File: config.mk
export PLATFORM = sky130hd
export DESIGN_NAME = ldtu_ser_lane_aligner
export DESIGN_NICKNAME = d
export VERILOG_FILES = /design/src/rtl/ldtu_ser_lane_aligner.sv
export SDC_FILE = /design/constraint.sdc
export NUM_CORES = 1
export LEC_CHECK = 0
export BUFFER_PORTS_ARGS = -buffer_cell sky130_fd_sc_hd__buf_4
export CAP_MARGIN = 10
export CORE_MARGIN = 8
export CORE_UTILIZATION = 50
export CTS_BUF_LIST = sky130_fd_sc_hd__clkbuf_4
export CTS_CLUSTER_DIAMETER = 40
export DETAILED_ROUTE_END_ITERATION = 8
export GPL_ROUTABILITY_DRIVEN = 1
export PLACE_DENSITY = 0.72
export SKIP_LAST_GASP = 1
export SLEW_MARGIN = 20
export SYNTH_ARGS = -nofsm -noshare
export SYNTH_HDL_FRONTEND = slang
export SYNTH_SLANG_ARGS = --single-unit
export TNS_END_PERCENT = 10
File: constraint.sdc
create_clock -name clock -period 2.3 [get_ports clock]
set_input_delay 0.345 -clock clock [delete_from_list [all_inputs] [get_ports clock]]
set_output_delay 0.345 -clock clock [all_outputs]
set_load 0.01 [all_outputs]
File: src/rtl/ldtu_ser_lane_aligner.sv
// Receiver for one LiTE-DTU serializer lane: hunts for the sync word in the
// MSB-first bit stream, confirms alignment, then emits aligned 32-bit words.
module ldtu_ser_lane_aligner #(
  parameter logic [31:0] SYNC_WORD = 32'hEAAAAAAA,
  parameter int unsigned LOCK_CNT  = 4,
  parameter int unsigned MAX_GAP   = 256
) (
  input  logic        clock,
  input  logic        rst_b,
  input  logic        serial_in,
  input  logic        realign,
  output logic [31:0] data_out,
  output logic        data_valid,
  output logic        is_idle,
  output logic        locked,
  output logic        lock_lost,
  output logic [7:0]  lock_lost_cnt
);

  typedef enum logic [1:0] {HUNT, VERIFY, LOCKED} state_t;

  localparam logic [3:0]  LOCK_N = 4'(LOCK_CNT);
  localparam logic [16:0] GAP_N  = 17'(MAX_GAP);

  state_t      state;
  logic [31:0] shift_reg;
  logic [4:0]  bit_cnt;
  logic [3:0]  match_cnt;
  logic [15:0] gap_cnt;
  logic        is_sync;
  logic        aligned;
  logic        gap_hit;
  logic        lose_lock;

  assign is_sync = (shift_reg == SYNC_WORD);
  assign aligned = (state != HUNT) && (bit_cnt == 5'd0);
  assign gap_hit = (MAX_GAP != 0) && (({1'b0, gap_cnt} + 17'd1) >= GAP_N);

  // realign wins over everything; otherwise only a non-sync locked word can drop lock
  assign lose_lock = (state == LOCKED) &&
                     (realign || (aligned && !is_sync && gap_hit));

  always_ff @(posedge clock or negedge rst_b) begin
    if (!rst_b) begin
      state         <= HUNT;
      shift_reg     <= 32'h0;
      bit_cnt       <= 5'd0;
      match_cnt     <= 4'd0;
      gap_cnt       <= 16'd0;
      data_out      <= 32'h0;
      data_valid    <= 1'b0;
      is_idle       <= 1'b0;
      locked        <= 1'b0;
      lock_lost     <= 1'b0;
      lock_lost_cnt <= 8'h0;
    end else begin
      shift_reg  <= {shift_reg[30:0], serial_in};
      data_valid <= 1'b0;
      is_idle    <= 1'b0;
      lock_lost  <= lose_lock;
      if (lose_lock && (lock_lost_cnt != 8'hFF))
        lock_lost_cnt <= lock_lost_cnt + 8'd1;

      if (realign) begin
        state     <= HUNT;
        locked    <= 1'b0;
        bit_cnt   <= 5'd0;
        match_cnt <= 4'd0;
        gap_cnt   <= 16'd0;
      end else begin
        case (state)
          HUNT: begin
            bit_cnt <= 5'd0;
            if (is_sync) begin
              // the sync word just completed, so the next bit starts a new word
              bit_cnt   <= 5'd1;
              match_cnt <= 4'd1;
              gap_cnt   <= 16'd0;
              if (LOCK_CNT == 1) begin
                state  <= LOCKED;
                locked <= 1'b1;
              end else begin
                state <= VERIFY;
              end
            end
          end

          VERIFY: begin
            bit_cnt <= bit_cnt + 5'd1;
            if (aligned) begin
              if (is_sync) begin
                match_cnt <= match_cnt + 4'd1;
                if ((match_cnt + 4'd1) == LOCK_N) begin
                  state   <= LOCKED;
                  locked  <= 1'b1;
                  gap_cnt <= 16'd0;
                end
              end else begin
                state     <= HUNT;
                bit_cnt   <= 5'd0;
                match_cnt <= 4'd0;
              end
            end
          end

          LOCKED: begin
            bit_cnt <= bit_cnt + 5'd1;
            if (aligned) begin
              data_out   <= shift_reg;
              data_valid <= 1'b1;
              is_idle    <= is_sync;
              if (is_sync) begin
                gap_cnt <= 16'd0;
              end else if (gap_hit) begin
                // this word is still delivered; the lane then re-hunts
                state     <= HUNT;
                locked    <= 1'b0;
                bit_cnt   <= 5'd0;
                match_cnt <= 4'd0;
                gap_cnt   <= 16'd0;
              end else begin
                gap_cnt <= gap_cnt + 16'd1;
              end
            end
          end

          default: begin
            state   <= HUNT;
            locked  <= 1'b0;
            bit_cnt <= 5'd0;
          end
        endcase
      end
    end
  end

endmodule

==> flow_summary.html, run 1 <==
<table>
<tr><th>Metric</th><th>Value</th></tr>
<tr><th colspan="2">Routing</th></tr>
<tr><td>Initial DRC Count</td><td>210</td></tr>
<tr><td>Top layer reached by signal wires</td><td>met4</td></tr>
<tr><td>Post-Route WL</td><td>9.698 mm</td></tr>
<tr><td>Antenna violation net count after detailed routing</td><td>0</td></tr>
<tr><td>Detailed-route wire length per cell</td><td>16.63 um</td></tr>
<tr><td>Wire length on met3</td><td>440 um</td></tr>
<tr><td>Met2 wire length</td><td>4.809 mm</td></tr>
<tr><td>Pre-antenna DRT Iters</td><td>5</td></tr>
<tr><td>Residual DRC</td><td>0</td></tr>
<tr><td>Per-cell via count in the routed design</td><td>5.372</td></tr>
<tr><td>DRT met1 WL</td><td>4.289 mm</td></tr>
<tr><td>Number of vias after detailed routing</td><td>3,132</td></tr>
<tr><th colspan="2">Hold path</th></tr>
<tr><td>Min-delay worst type</td><td>primary input to register</td></tr>
<tr><th colspan="2">Clock tree</th></tr>
<tr><td>Number of buffers inserted during clock tree synthesis</td><td>9</td></tr>
<tr><td>Insertion delay of the later-clocked pin in the worst-skew pair</td><td>0.46 ns</td></tr>
<tr><td>Clock slew at reported path FFs</td><td>0.17 ns</td></tr>
<tr><td>Number of buffers on the longest clock path</td><td>2</td></tr>
<tr><td>Number of H-tree levels</td><td>3</td></tr>
<tr><td>CTS Root Cell</td><td>clkbuf_4</td></tr>
<tr><td>Clock tree from TritonCTS</td><td>yes</td></tr>
<tr><td>Sink Count</td><td>103</td></tr>
<tr><th colspan="2">Finish</th></tr>
<tr><td>Net total in the final layout</td><td>486</td></tr>
<tr><td>Signed area change from the synthesized netlist to the final layout</td><td>31.71%</td></tr>
<tr><td>Proportion of layout cells with a drive suffix above 1</td><td>46.95%</td></tr>
<tr><td>Core occupancy in the finished layout</td><td>67.55%</td></tr>
<tr><td>Final std cells w/o fill</td><td>583</td></tr>
<tr><td>Number of antenna diodes</td><td>0</td></tr>
<tr><th colspan="2">STA</th></tr>
<tr><td>Final Worst Setup Slack</td><td>-0.1189 ns</td></tr>
<tr><td>Final hold violation count</td><td>0</td></tr>
<tr><td>Highest Clock Rate</td><td>0.4134 GHz</td></tr>
<tr><td>Min cycle time layout</td><td>2.419 ns</td></tr>
<tr><td>Fraction of the cycle the final worst path needs</td><td>105.2%</td></tr>
<tr><td>Final-report setup violation count</td><td>19</td></tr>
<tr><td>Worst slew slack as a fraction of its limit</td><td>54.58%</td></tr>
<tr><td>Actual transition at the worst max-transition pin</td><td>0.6813 ns</td></tr>
<tr><td>Unrepaired setup endpoints after global routing</td><td>true</td></tr>
<tr><td>Post-Route Skew</td><td>0.01985 ns</td></tr>
<tr><td>WHS</td><td>0.1518 ns</td></tr>
<tr><td>Max Transition Viols Final</td><td>0</td></tr>
<tr><th colspan="2">Place</th></tr>
<tr><td>Count of port buffers added during placement</td><td>47</td></tr>
<tr><td>Dpl cells</td><td>555</td></tr>
<tr><td>Detailed placer's ending HPWL</td><td>6.916 mm</td></tr>
<tr><td>RePlAce Congestion</td><td>0.8726</td></tr>
<tr><td>Setup WS pre-CTS</td><td>-0.1909 ns</td></tr>
<tr><th colspan="2">Global routing</th></tr>
<tr><td>Congestion Overflow GR</td><td>0</td></tr>
<tr><td>Antenna violations before repair</td><td>0</td></tr>
<tr><td>Via count of the first global-routing pass</td><td>3,271</td></tr>
<tr><td>Maximum number of pins on one net before global-route repair</td><td>49</td></tr>
<tr><td>Global-route wire length before repair</td><td>15.86 mm</td></tr>
<tr><td>GRT Util Overall</td><td>16.69%</td></tr>
<tr><th colspan="2">Critical path</th></tr>
<tr><td>Startpoint Class</td><td>register</td></tr>
<tr><td>Total buffers and inverters traversed by the critical path</td><td>3</td></tr>
<tr><td>Worst stage delay on the critical path</td><td>0.51 ns</td></tr>
<tr><td>Critical-path cell with the highest stage delay</td><td>or4_4</td></tr>
<tr><td>Kind of critical path</td><td>register to register</td></tr>
<tr><td>WP data required</td><td>2.70 ns</td></tr>
<tr><td>Cells along the critical path</td><td>nand4_1, buf_4, o41ai_4, a211oi_4, buf_12, buf_4, a21o_4, or4_4, o211ai_2</td></tr>
<tr><td>Worst path top cell family by delay</td><td>simple AND/OR/NAND/NOR gates</td></tr>
<tr><td>Top fanout value on the critical path</td><td>4</td></tr>
<tr><td>Cell mode on critical path</td><td>buf_4</td></tr>
<tr><td>Arr. time, crit path</td><td>2.82 ns</td></tr>
<tr><td>Critical path capture point type</td><td>register</td></tr>
<tr><th colspan="2">Synthesis</th></tr>
<tr><td>Most common flop cell mapped by yosys</td><td>dfrtp_1</td></tr>
<tr><td>Post-synth top area cell</td><td>dfrtp_1</td></tr>
<tr><td>Dominant cells by area after synthesis</td><td>dfrtp_1 58%, mux2_2 8.6%, ha_1 3.1%</td></tr>
<tr><td>Ys async rst share</td><td>100.0%</td></tr>
<tr><td>Number of flip-flops and latches in the synthesized netlist</td><td>103</td></tr>
<tr><td>Post-synthesis sequential area ratio</td><td>57.91%</td></tr>
<tr><td>Netlist area before placement</td><td>4451 um2</td></tr>
<tr><td>Post-synthesis cell count</td><td>339</td></tr>
<tr><td>Commonest cells post-synth</td><td>103 x dfrtp_1, 34 x mux2_2, 23 x nand2_1</td></tr>
<tr><td>Synth warn</td><td>0</td></tr>
<tr><td>Number of flops mapped to enable cells by yosys</td><td>0</td></tr>
<tr><td>Number of nets in the synthesized netlist</td><td>354</td></tr>
<tr><td>Proportion of netlist area held by the largest area contributor</td><td>57.91%</td></tr>
<tr><td>Library cell with the highest instance count after synthesis</td><td>dfrtp_1</td></tr>
<tr><td>Mean instance size in the synthesized netlist</td><td>13.13 um2</td></tr>
<tr><td>Cell variety after synth</td><td>60</td></tr>
<tr><th colspan="2">Pwr</th></tr>
<tr><td>Proportion of power drawn by the clock network</td><td>32.5%</td></tr>
<tr><td>Net switching fraction of the power</td><td>24.32%</td></tr>
<tr><td>Leak pwr</td><td>0.002862 uW</td></tr>
<tr><td>Combinational share of power</td><td>4.7%</td></tr>
<tr><td>Power consumption</td><td>2979 uW</td></tr>
<tr><td>Fraction of power consumed by sequential logic</td><td>62.7%</td></tr>
<tr><td>Max rail drop VDD</td><td>0.4110 mV</td></tr>
<tr><td>Internal Pwr Total</td><td>2255 uW</td></tr>
<tr><td>Net Sw Power</td><td>724.6 uW</td></tr>
<tr><td>Power density over the cells</td><td>508.3 nW/um2</td></tr>
<tr><th colspan="2">Die</th></tr>
<tr><td>Number of I/O pins</td><td>48</td></tr>
<tr><td>Full die area</td><td>12,180 um2</td></tr>
<tr><td>Effective utilization at floorplan</td><td>51.28%</td></tr>
<tr><td>Core Rows</td><td>34</td></tr>
<tr><td>Die Span X</td><td>110.3 um</td></tr>
<tr><td>Core region area</td><td>8678 um2</td></tr>
<tr><td>Die height</td><td>110.3 um</td></tr>
<tr><th colspan="2">Outcome</th></tr>
<tr><td>Outcome</td><td>finished with violations</td></tr>
<tr><td>Violated checks</td><td>setup timing</td></tr>
<tr><th colspan="2">Flow run</th></tr>
<tr><td>Total of max-cap violations</td><td>0</td></tr>
</table>
final cells by class:
class | count | area, um2
clock buffers | 9 | 67.56
clock inverters | 6 | 77.57
fillers | 645 | 2816
inverters | 10 | 37.54
multi-input cells | 219 | 1951
flip-flops and latches | 103 | 2582
well taps | 108 | 135.1
repair buffers | 128 | 1011
cell usage in the layout, fill, tap and decap left out, drive strengths merged, types with 8 or more instances in the layout:
cell | netlist | layout
mux2 | 35 | 35
nor2 | 16 | 16
and2 | 10 | 10
dfrtp | 103 | 103
clkbuf | 4 | 9
ha | 11 | 11
inv | 10 | 12
xnor2 | 8 | 8
nand4 | 14 | 14
nand2 | 23 | 23
nor4 | 10 | 10
buf | 3 | 126
nand3 | 9 | 9
kinds of logic after synthesis:
| family | after synthesis | synth area share, % |
|---|---|---|
| simple gates | 110 | 16.11 |
| flops | 103 | 57.91 |
| compound gates | 49 | 9.727 |
| mux | 36 | 9.081 |
| buf+inv | 17 | 1.518 |
| xor+xnor | 13 | 2.558 |
| fa+ha+maj | 11 | 3.092 |
per-layer routing:
layer | track usage (%) | up-vias
met1 | 20.79 | 1550
met3 | 4.767 | 13
met4 | 6.280 | 0
li1 | - | 1514
met2 | 27.06 | 55
met5 | 0 | -
path summary, 6_finish.rpt:
check,startpoint,end,slack [ns],cells past startpoint
setup reg to reg,gap_cnt[7],match_cnt[3],-0.12,9
setup / recovery,gap_cnt[7],match_cnt[3],-0.12,9
max in group asynchronous,rst_b,gap_cnt[4],1.27,3
hold / removal,realign,bit_cnt[3],0.15,2
hold reg to reg,shift_reg[4],shift_reg[5],0.41,0
min in group asynchronous,rst_b,lock_lost_cnt[6],0.39,2
power by group through the flow:
stage	clock, uW	combinational (uW)	sequential (uW)
2_1_floorplan	0	33.5	1900
3_3_place_gp	0	137	1900
3_5_place_dp	0	140	1900
4_1_cts	993	145	1870
5_1_grt	1070	158	1870
6_report	969	141	1870
metrics by stage:
stage / TNS, ns / instance area, um2
floorplan: -0.01153 / 4461
global placement: -0.9488 / 5456
detailed placement: -1.412 / 5456
CTS: -0.2566 / 5633
global route: -2.851 / 5862
finish: -0.6250 / 5862
what timing repair did:
| item | CTS | global route |
|---|---|---|
| hold buffers | 2 | 0 |
| hold endpoints to repair | 38 | 0 |
| setup buffers | 0 | 12 |
| setup endpoints to repair | 18 | 56 |
| resized for setup | 1 | 24 |
| pin swaps | 0 | 14 |
Power figures use the tool's default switching activity.
==> inputs of run 2 (changes only) <==
Settings changed: BUFFER_PORTS_ARGS -buffer_cell sky130_fd_sc_hd__buf_4 to default, DONT_BUFFER_PORTS from default to 1, PLACE_DENSITY 0.72 to 0.68.
==> run 2 against run 1 <==
The run ends with hold timing, setup timing left. Maximum frequency rose by 1.7%. Register-to-register slack improved by 0.04 ns. Wire length fell by 2.7%. Sequential power barely moved.
==> flow_summary.html, run 2 (same netlist as run 1, synthesis figures left out) <==
<table>
<tr><th>Metric</th><th>Value</th></tr>
<tr><th colspan="2">Finish</th></tr>
<tr><td>Most frequent cells in the layout</td><td>100 x dfrtp_1, 88 x buf_4, 34 x mux2_2, 21 x nand2_1, 13 x nand4_1</td></tr>
<tr><td>Net total in the final layout</td><td>450</td></tr>
<tr><td>Number of antenna diodes</td><td>0</td></tr>
<tr><td>Proportion of layout cells with a drive suffix above 1</td><td>42.27%</td></tr>
<tr><td>Multi-input logic area</td><td>1927 um2</td></tr>
<tr><td>Total of fill cells in the finished design</td><td>674</td></tr>
<tr><td>Final std cells w/o fill</td><td>548</td></tr>
<tr><td>Signed area change from the synthesized netlist to the final layout</td><td>24.88%</td></tr>
<tr><td>Sequential cell area in the final layout</td><td>2581 um2</td></tr>
<tr><td>Most common cell after layout, fill and taps aside</td><td>dfrtp_1</td></tr>
<tr><th colspan="2">Global routing</th></tr>
<tr><td>Antenna violations before repair</td><td>0</td></tr>
<tr><td>Via count of the first global-routing pass</td><td>3,092</td></tr>
<tr><td>Global-route wire length before repair</td><td>15.73 mm</td></tr>
<tr><td>Maximum number of pins on one net before global-route repair</td><td>104</td></tr>
<tr><td>GRT Util Overall</td><td>16.31%</td></tr>
<tr><td>Congestion Overflow GR</td><td>0</td></tr>
<tr><th colspan="2">Routing</th></tr>
<tr><td>Detailed-route wire length per cell</td><td>17.22 um</td></tr>
<tr><td>Post-Route WL</td><td>9.435 mm</td></tr>
<tr><td>Antenna violation net count after detailed routing</td><td>0</td></tr>
<tr><td>Per-cell via count in the routed design</td><td>5.542</td></tr>
<tr><td>Top layer reached by signal wires</td><td>met4</td></tr>
<tr><td>Number of vias after detailed routing</td><td>3,037</td></tr>
<tr><td>DRT met1 WL</td><td>4.193 mm</td></tr>
<tr><td>Initial DRC Count</td><td>135</td></tr>
<tr><td>Wire length on met3</td><td>466 um</td></tr>
<tr><td>Pre-antenna DRT Iters</td><td>5</td></tr>
<tr><td>Met2 wire length</td><td>4.672 mm</td></tr>
<tr><td>Residual DRC</td><td>0</td></tr>
<tr><th colspan="2">Pwr</th></tr>
<tr><td>Leak pwr</td><td>0.002632 uW</td></tr>
<tr><td>Max rail drop VDD</td><td>0.4533 mV</td></tr>
<tr><td>Power density over the cells</td><td>537.8 nW/um2</td></tr>
<tr><td>Power consumption</td><td>2989 uW</td></tr>
<tr><th colspan="2">Critical path</th></tr>
<tr><td>Worst Setup SP</td><td>gap_cnt[8]</td></tr>
<tr><td>Critical path capture point type</td><td>register</td></tr>
<tr><td>Cell mode on critical path</td><td>buf_4</td></tr>
<tr><td>WP data required</td><td>2.65 ns</td></tr>
<tr><td>Critical-path cell with the highest stage delay</td><td>dfrtp_1</td></tr>
<tr><td>Worst stage delay on the critical path</td><td>0.45 ns</td></tr>
<tr><td>Arr. time, crit path</td><td>2.72 ns</td></tr>
<tr><td>Beginning of the worst register-to-register path</td><td>gap_cnt[8]</td></tr>
<tr><td>Kind of critical path</td><td>register to register</td></tr>
<tr><td>Top fanout value on the critical path</td><td>5</td></tr>
<tr><td>Startpoint Class</td><td>register</td></tr>
<tr><td>Cells along the critical path</td><td>nand4_1, buf_4, nor4_4, mux2i_1, buf_4, nand2_4, a21boi_2, nand2b_4, mux2_4</td></tr>
<tr><th colspan="2">Place</th></tr>
<tr><td>RePlAce Congestion</td><td>0.8575</td></tr>
<tr><td>Dpl cells</td><td>511</td></tr>
<tr><td>Detailed placer's ending HPWL</td><td>6.350 mm</td></tr>
<tr><td>Count of port buffers added during placement</td><td>0</td></tr>
<tr><td>Setup WS pre-CTS</td><td>-0.2013 ns</td></tr>
<tr><th colspan="2">STA</th></tr>
<tr><td>Post-Route Skew</td><td>0.02917 ns</td></tr>
<tr><td>WHS</td><td>-0.4546 ns</td></tr>
<tr><td>Worst slew slack as a fraction of its limit</td><td>55.34%</td></tr>
<tr><td>Final hold violation count</td><td>103</td></tr>
<tr><td>Min cycle time layout</td><td>2.379 ns</td></tr>
<tr><td>Fraction of the cycle the final worst path needs</td><td>103.5%</td></tr>
<tr><td>Final Worst Setup Slack</td><td>-0.07941 ns</td></tr>
<tr><td>Actual transition at the worst max-transition pin</td><td>0.6699 ns</td></tr>
<tr><td>Max Transition Viols Final</td><td>0</td></tr>
<tr><td>Unrepaired setup endpoints after global routing</td><td>true</td></tr>
<tr><td>Total Neg Setup Slack</td><td>-0.2534 ns</td></tr>
<tr><td>Final-report setup violation count</td><td>7</td></tr>
<tr><td>Highest Clock Rate</td><td>0.4203 GHz</td></tr>
<tr><th colspan="2">Die</th></tr>
<tr><td>Full die area</td><td>12,180 um2</td></tr>
<tr><td>Core Rows</td><td>34</td></tr>
<tr><td>Core region area</td><td>8678 um2</td></tr>
<tr><td>Effective utilization at floorplan</td><td>51.28%</td></tr>
<tr><td>Die Span X</td><td>110.3 um</td></tr>
<tr><td>Number of I/O pins</td><td>48</td></tr>
<tr><td>Die height</td><td>110.3 um</td></tr>
<tr><th colspan="2">Clock tree</th></tr>
<tr><td>Clock slew at reported path FFs</td><td>0.19 ns</td></tr>
<tr><td>Number of buffers on the longest clock path</td><td>2</td></tr>
<tr><td>Number of H-tree levels</td><td>3</td></tr>
<tr><td>Insertion delay of the later-clocked pin in the worst-skew pair</td><td>0.46 ns</td></tr>
<tr><td>Number of buffers inserted during clock tree synthesis</td><td>9</td></tr>
<tr><td>CTS Root Cell</td><td>clkbuf_4</td></tr>
<tr><td>Sink Count</td><td>103</td></tr>
<tr><td>Clock tree from TritonCTS</td><td>yes</td></tr>
<tr><th colspan="2">Hold path</th></tr>
<tr><td>Min-delay worst type</td><td>primary input to async pin</td></tr>
<tr><th colspan="2">Outcome</th></tr>
<tr><td>Outcome</td><td>finished with violations</td></tr>
<tr><td>Violated checks</td><td>hold timing, setup timing</td></tr>
<tr><th colspan="2">Flow run</th></tr>
<tr><td>Total of max-cap violations</td><td>0</td></tr>
</table>
-- run 2: cell count changes in the layout (fill, tap and decap cells not counted), sizes merged --
cell / previous run / this run
inv: 12 / 13
clkinv: 2 / 3
buf: 126 / 90
clkinvlp: 1 / 0
-- run 2: through the flow --
stage | hold slack [ns] | area, um2 | utilization [%]
after floorplan | 0.04941 | 4461 | -
after global placement | 0.05343 | 5119 | 58.98
after detailed placement | 0.05311 | 5119 | 58.98
after CTS | -0.4754 | 5502 | 63.39
after global routing | -0.5146 | 5558 | 64.04
final | -0.4546 | 5558 | 64.04
-- run 2: area by class of cell --
cell class | instances | area share [%]
flip-flops and latches | 103 | 46.44
multi-input cells | 219 | 34.67
repair buffers | 92 | 12.81
well taps | 108 | 2.431
clock inverters | 7 | 1.756
clock buffers | 9 | 1.216
inverters | 10 | 0.6754
-- run 2: report_power, final --
part	internal (uW)	switching, uW	leakage (uW)	total, uW
clock network	364	658	0.0000870	1020
registers	1850	25.7	0.00135	1870
logic	57.1	37.6	0.00119	94.7
total	2270	721	0.00263	2990
-- run 2: final timing paths --
| check | endpoint | slack [ns] | cells after the start |
|---|---|---|---|
| max in group asynchronous | shift_reg[27] | 2.60 | 0 |
| worst max-delay path | state[1] | -0.08 | 9 |
| worst min-delay path | gap_cnt[12] | -0.45 | 0 |
| min in group clock | gap_cnt[0] | 0.09 | 3 |
| worst max register to register | state[1] | -0.08 | 9 |
| worst min register to register | shift_reg[12] | 0.41 | 0 |
-- run 2: timing repair --
| action | in CTS | in global routing |
|---|---|---|
| pin swaps | 9 | 4 |
| gates resized for setup | 13 | 7 |
| hold buffers | 1 | 1 |
| setup endpoints to repair | 20 | 27 |
| hold endpoints to repair | 109 | 108 |
| buffers inserted | 17 | 2 |
-- run 2: per-layer routing --
metal	track usage, %	vias up
met2	25.91	57
li1	-	1436
met5	0	-
met1	21.55	1534
met3	5.000	10
met4	3.520	0
-- run 2: critical path, delay by kind of cell (launching register included) --
family	cells	cell delay [ns]
mux	2	0.58
compound gates	1	0.21
simple gates	4	0.66
flops	1	0.45
buf+inv	2	0.37
==> inputs of run 3 (changes only) <==
Settings changed: ABC_AREA from default to 1, ABC_CLOCK_PERIOD_IN_PS from default to 2600, PLACE_DENSITY 0.68 to default.
Clock period 2.3 ns to 2.6 ns, I/O delays scaled along.
==> run 3 against run 2 <==
The flow finishes with violations (hold timing). Utilization down 9.4 points. Cell count up 13%. Clock skew down 0.0089 ns. Critical path type unchanged. Clock power down 20%. Highest routed layer unchanged. Cell area down 14%. Combinational power rose to 4.0 times the previous value. Largest cell class unchanged. Synthesized cell count up 48%. Total power down 1.5%. Non-clock buffer count down 88. Worst hold slack better by 0.055 ns. Clock-buffer cell count up 1.
==> flow_summary.html, run 3 <==
<table>
<tr><th>Metric</th><th>Value</th></tr>
<tr><th colspan="2">Outcome</th></tr>
<tr><td>Outcome</td><td>finished with violations</td></tr>
<tr><td>Violated checks</td><td>hold timing</td></tr>
<tr><th colspan="2">Critical path</th></tr>
<tr><td>Critical path capture point type</td><td>register</td></tr>
<tr><td>Worst Setup SP</td><td>state[0]</td></tr>
<tr><td>Critical-path cell with the highest stage delay</td><td>dfrtp_1</td></tr>
<tr><td>Startpoint Class</td><td>register</td></tr>
<tr><td>Top fanout value on the critical path</td><td>48</td></tr>
<tr><td>Kind of critical path</td><td>register to register</td></tr>
<tr><td>Cells along the critical path</td><td>inv_1, ha_1, buf_4, inv_1, nor2_1, inv_1, nor2_2, inv_2, nand2_1, o21ai_0</td></tr>
<tr><td>Arr. time, crit path</td><td>2.45 ns</td></tr>
<tr><td>FF-to-FF setup slack</td><td>0.48 ns</td></tr>
<tr><td>Total buffers and inverters traversed by the critical path</td><td>5</td></tr>
<tr><td>Cell mode on critical path</td><td>inv_1</td></tr>
<tr><td>Worst stage delay on the critical path</td><td>0.45 ns</td></tr>
<tr><td>Worst path top cell family by delay</td><td>buffers and inverters</td></tr>
<tr><td>Beginning of the worst register-to-register path</td><td>state[0]</td></tr>
<tr><td>WP data required</td><td>2.92 ns</td></tr>
<tr><th colspan="2">Synthesis</th></tr>
<tr><td>Number of nets in the synthesized netlist</td><td>517</td></tr>
<tr><td>Ys async rst share</td><td>100.0%</td></tr>
<tr><td>Mean instance size in the synthesized netlist</td><td>9.003 um2</td></tr>
<tr><td>Most common flop cell mapped by yosys</td><td>dfrtp_1</td></tr>
<tr><td>Commonest cells post-synth</td><td>151 x nand2_1, 103 x dfrtp_1, 55 x inv_1</td></tr>
<tr><td>Netlist area before placement</td><td>4519 um2</td></tr>
<tr><td>Post-synthesis sequential area ratio</td><td>57.03%</td></tr>
<tr><td>Post-synth top area cell</td><td>dfrtp_1</td></tr>
<tr><td>Number of flops mapped to enable cells by yosys</td><td>0</td></tr>
<tr><td>Proportion of netlist area held by the largest area contributor</td><td>57.03%</td></tr>
<tr><td>Post-synthesis cell count</td><td>502</td></tr>
<tr><td>Cell variety after synth</td><td>29</td></tr>
<tr><td>Number of flip-flops and latches in the synthesized netlist</td><td>103</td></tr>
<tr><td>Dominant cells by area after synthesis</td><td>dfrtp_1 57%, nand2_1 13%, inv_1 4.6%</td></tr>
<tr><td>Library cell with the highest instance count after synthesis</td><td>nand2_1</td></tr>
<tr><td>Synth warn</td><td>0</td></tr>
<tr><th colspan="2">STA</th></tr>
<tr><td>Total Neg Setup Slack</td><td>0 ns</td></tr>
<tr><td>Min cycle time layout</td><td>2.125 ns</td></tr>
<tr><td>Worst slew slack as a fraction of its limit</td><td>53.10%</td></tr>
<tr><td>Actual transition at the worst max-transition pin</td><td>0.7024 ns</td></tr>
<tr><td>Final Worst Setup Slack</td><td>0.4751 ns</td></tr>
<tr><td>Fraction of the cycle the final worst path needs</td><td>81.73%</td></tr>
<tr><td>Final-report setup violation count</td><td>0</td></tr>
<tr><td>Final hold violation count</td><td>103</td></tr>
<tr><td>Post-Route Skew</td><td>0.02024 ns</td></tr>
<tr><td>Highest Clock Rate</td><td>0.4706 GHz</td></tr>
<tr><td>Max Transition Viols Final</td><td>0</td></tr>
<tr><td>Unrepaired setup endpoints after global routing</td><td>false</td></tr>
<tr><td>WHS</td><td>-0.3997 ns</td></tr>
<tr><th colspan="2">Pwr</th></tr>
<tr><td>Power density over the cells</td><td>615.4 nW/um2</td></tr>
<tr><td>Max rail drop VDD</td><td>0.2891 mV</td></tr>
<tr><td>Leak pwr</td><td>0.002420 uW</td></tr>
<tr><td>Power consumption</td><td>2944 uW</td></tr>
<tr><th colspan="2">Routing</th></tr>
<tr><td>Per-cell via count in the routed design</td><td>4.915</td></tr>
<tr><td>Residual DRC</td><td>0</td></tr>
<tr><td>Initial DRC Count</td><td>103</td></tr>
<tr><td>Number of vias after detailed routing</td><td>3,052</td></tr>
<tr><td>Post-Route WL</td><td>8.449 mm</td></tr>
<tr><td>Detailed-route wire length per cell</td><td>13.61 um</td></tr>
<tr><td>Pre-antenna DRT Iters</td><td>4</td></tr>
<tr><td>Antenna violation net count after detailed routing</td><td>0</td></tr>
<tr><th colspan="2">Die</th></tr>
<tr><td>Full die area</td><td>12,340 um2</td></tr>
<tr><td>Die Span X</td><td>111.1 um</td></tr>
<tr><td>Effective utilization at floorplan</td><td>51.57%</td></tr>
<tr><td>Core Rows</td><td>34</td></tr>
<tr><td>Die height</td><td>111.1 um</td></tr>
<tr><td>Number of I/O pins</td><td>48</td></tr>
<tr><td>Core region area</td><td>8763 um2</td></tr>
<tr><th colspan="2">Global routing</th></tr>
<tr><td>Global-route wire length before repair</td><td>14.62 mm</td></tr>
<tr><td>GRT Util Overall</td><td>14.16%</td></tr>
<tr><td>Maximum number of pins on one net before global-route repair</td><td>104</td></tr>
<tr><td>Antenna violations before repair</td><td>0</td></tr>
<tr><td>Congestion Overflow GR</td><td>0</td></tr>
<tr><td>Via count of the first global-routing pass</td><td>3,106</td></tr>
<tr><th colspan="2">Flow run</th></tr>
<tr><td>Total of max-cap violations</td><td>0</td></tr>
<tr><th colspan="2">Clock tree</th></tr>
<tr><td>Post-CTS sizing</td><td>0</td></tr>
<tr><td>Clock tree from TritonCTS</td><td>yes</td></tr>
<tr><td>Count of hold-fix buffers inserted at cts</td><td>1</td></tr>
<tr><td>Setup fix buffers added after clock tree synthesis</td><td>0</td></tr>
<tr><td>Number of H-tree levels</td><td>3</td></tr>
<tr><td>Number of buffers inserted during clock tree synthesis</td><td>9</td></tr>
<tr><td>Number of buffers on the longest clock path</td><td>2</td></tr>
<tr><td>Sink Count</td><td>103</td></tr>
<tr><td>Clock slew at reported path FFs</td><td>0.17 ns</td></tr>
<tr><td>CTS Root Cell</td><td>clkbuf_4</td></tr>
<tr><td>Insertion delay of the later-clocked pin in the worst-skew pair</td><td>0.46 ns</td></tr>
<tr><th colspan="2">Finish</th></tr>
<tr><td>Most frequent cells in the layout</td><td>151 x nand2_1, 103 x dfrtp_1, 55 x inv_1, 43 x nor2_1, 24 x nand3_1</td></tr>
<tr><td>Proportion of layout cells with a drive suffix above 1</td><td>9.552%</td></tr>
<tr><td>Most common cell after layout, fill and taps aside</td><td>nand2_1</td></tr>
<tr><td>Net total in the final layout</td><td>523</td></tr>
<tr><td>Number of antenna diodes</td><td>0</td></tr>
<tr><td>Signed area change from the synthesized netlist to the final layout</td><td>5.869%</td></tr>
<tr><th colspan="2">Place</th></tr>
<tr><td>Setup WS pre-CTS</td><td>0.4798 ns</td></tr>
<tr><td>RePlAce Congestion</td><td>0.8043</td></tr>
<tr><td>Count of port buffers added during placement</td><td>0</td></tr>
<tr><td>Detailed placer's ending HPWL</td><td>5.767 mm</td></tr>
<tr><th colspan="2">Hold path</th></tr>
<tr><td>Min-delay worst type</td><td>primary input to async pin</td></tr>
</table>
==> run 3: cell count changes after synthesis, sizes merged, moves of 8 or more <==
| cell | change |
|---|---|
| and2 | -8 |
| nor4 | -10 |
| nor2 | +34 |
| inv | +51 |
| mux2 | -35 |
| nand2 | +136 |
| nand3 | +20 |
| o21ai | +23 |
==> run 3: stage by stage <==
step | hold slack [ns] | util [%] | cell area, um2 | cells
finish | -0.3997 | 54.60 | 4785 | 621
global route | -0.4502 | 54.60 | 4785 | 621
CTS | -0.4331 | 54.60 | 4785 | 621
detailed placement | 0.09915 | 52.91 | 4637 | 604
global placement | 0.09884 | 52.91 | 4637 | 604
floorplan | 0.09441 | - | 4519 | 502
==> run 3: per-layer routing <==
metal	track usage (%)	up-vias	wire (um)
met1	18.07	1411	4138
met4	3.733	0	66
met3	5.303	6	546
met5	0	-	0
met2	22.06	41	3697
li1	-	1594	-
==> run 3: cell type report <==
type                       instances  area, um2
timing repair buffer               4      32.53
fill                             824       3979
clock inverter                     6      62.56
inverter                          61      229.0
multi-input combinational        329       1673
sequential                       103       2577
clock buffer                      10      75.07
tap                              108      135.1
==> run 3: final timing paths <==
kind,endpoint,depth (start not counted)
min,gap_cnt[10],0
max,data_out[24],10
max in group asynchronous,lock_lost_cnt[3],0
min reg2reg,shift_reg[11],0
min in group clock,state[1],3
max reg2reg,data_out[24],10
==> run 3: cells by family (layout without fill, tap and decap cells) <==
| logic type | after synthesis | count (layout) | share of synthesized area, % |
|---|---|---|---|
| simple gates | 271 | 271 | 27.85 |
| xor+xnor | 10 | 10 | 1.938 |
| flops | 103 | 103 | 57.03 |
| buf+inv | 70 | 81 | 5.952 |
| fa+ha+maj | 11 | 11 | 3.045 |
| compound gates | 37 | 37 | 4.181 |
==> run 3: power by group <==
group	switching, uW	internal (uW)
registers	78.9	1680
clock network	579	234
logic	262	114
total	920	2020
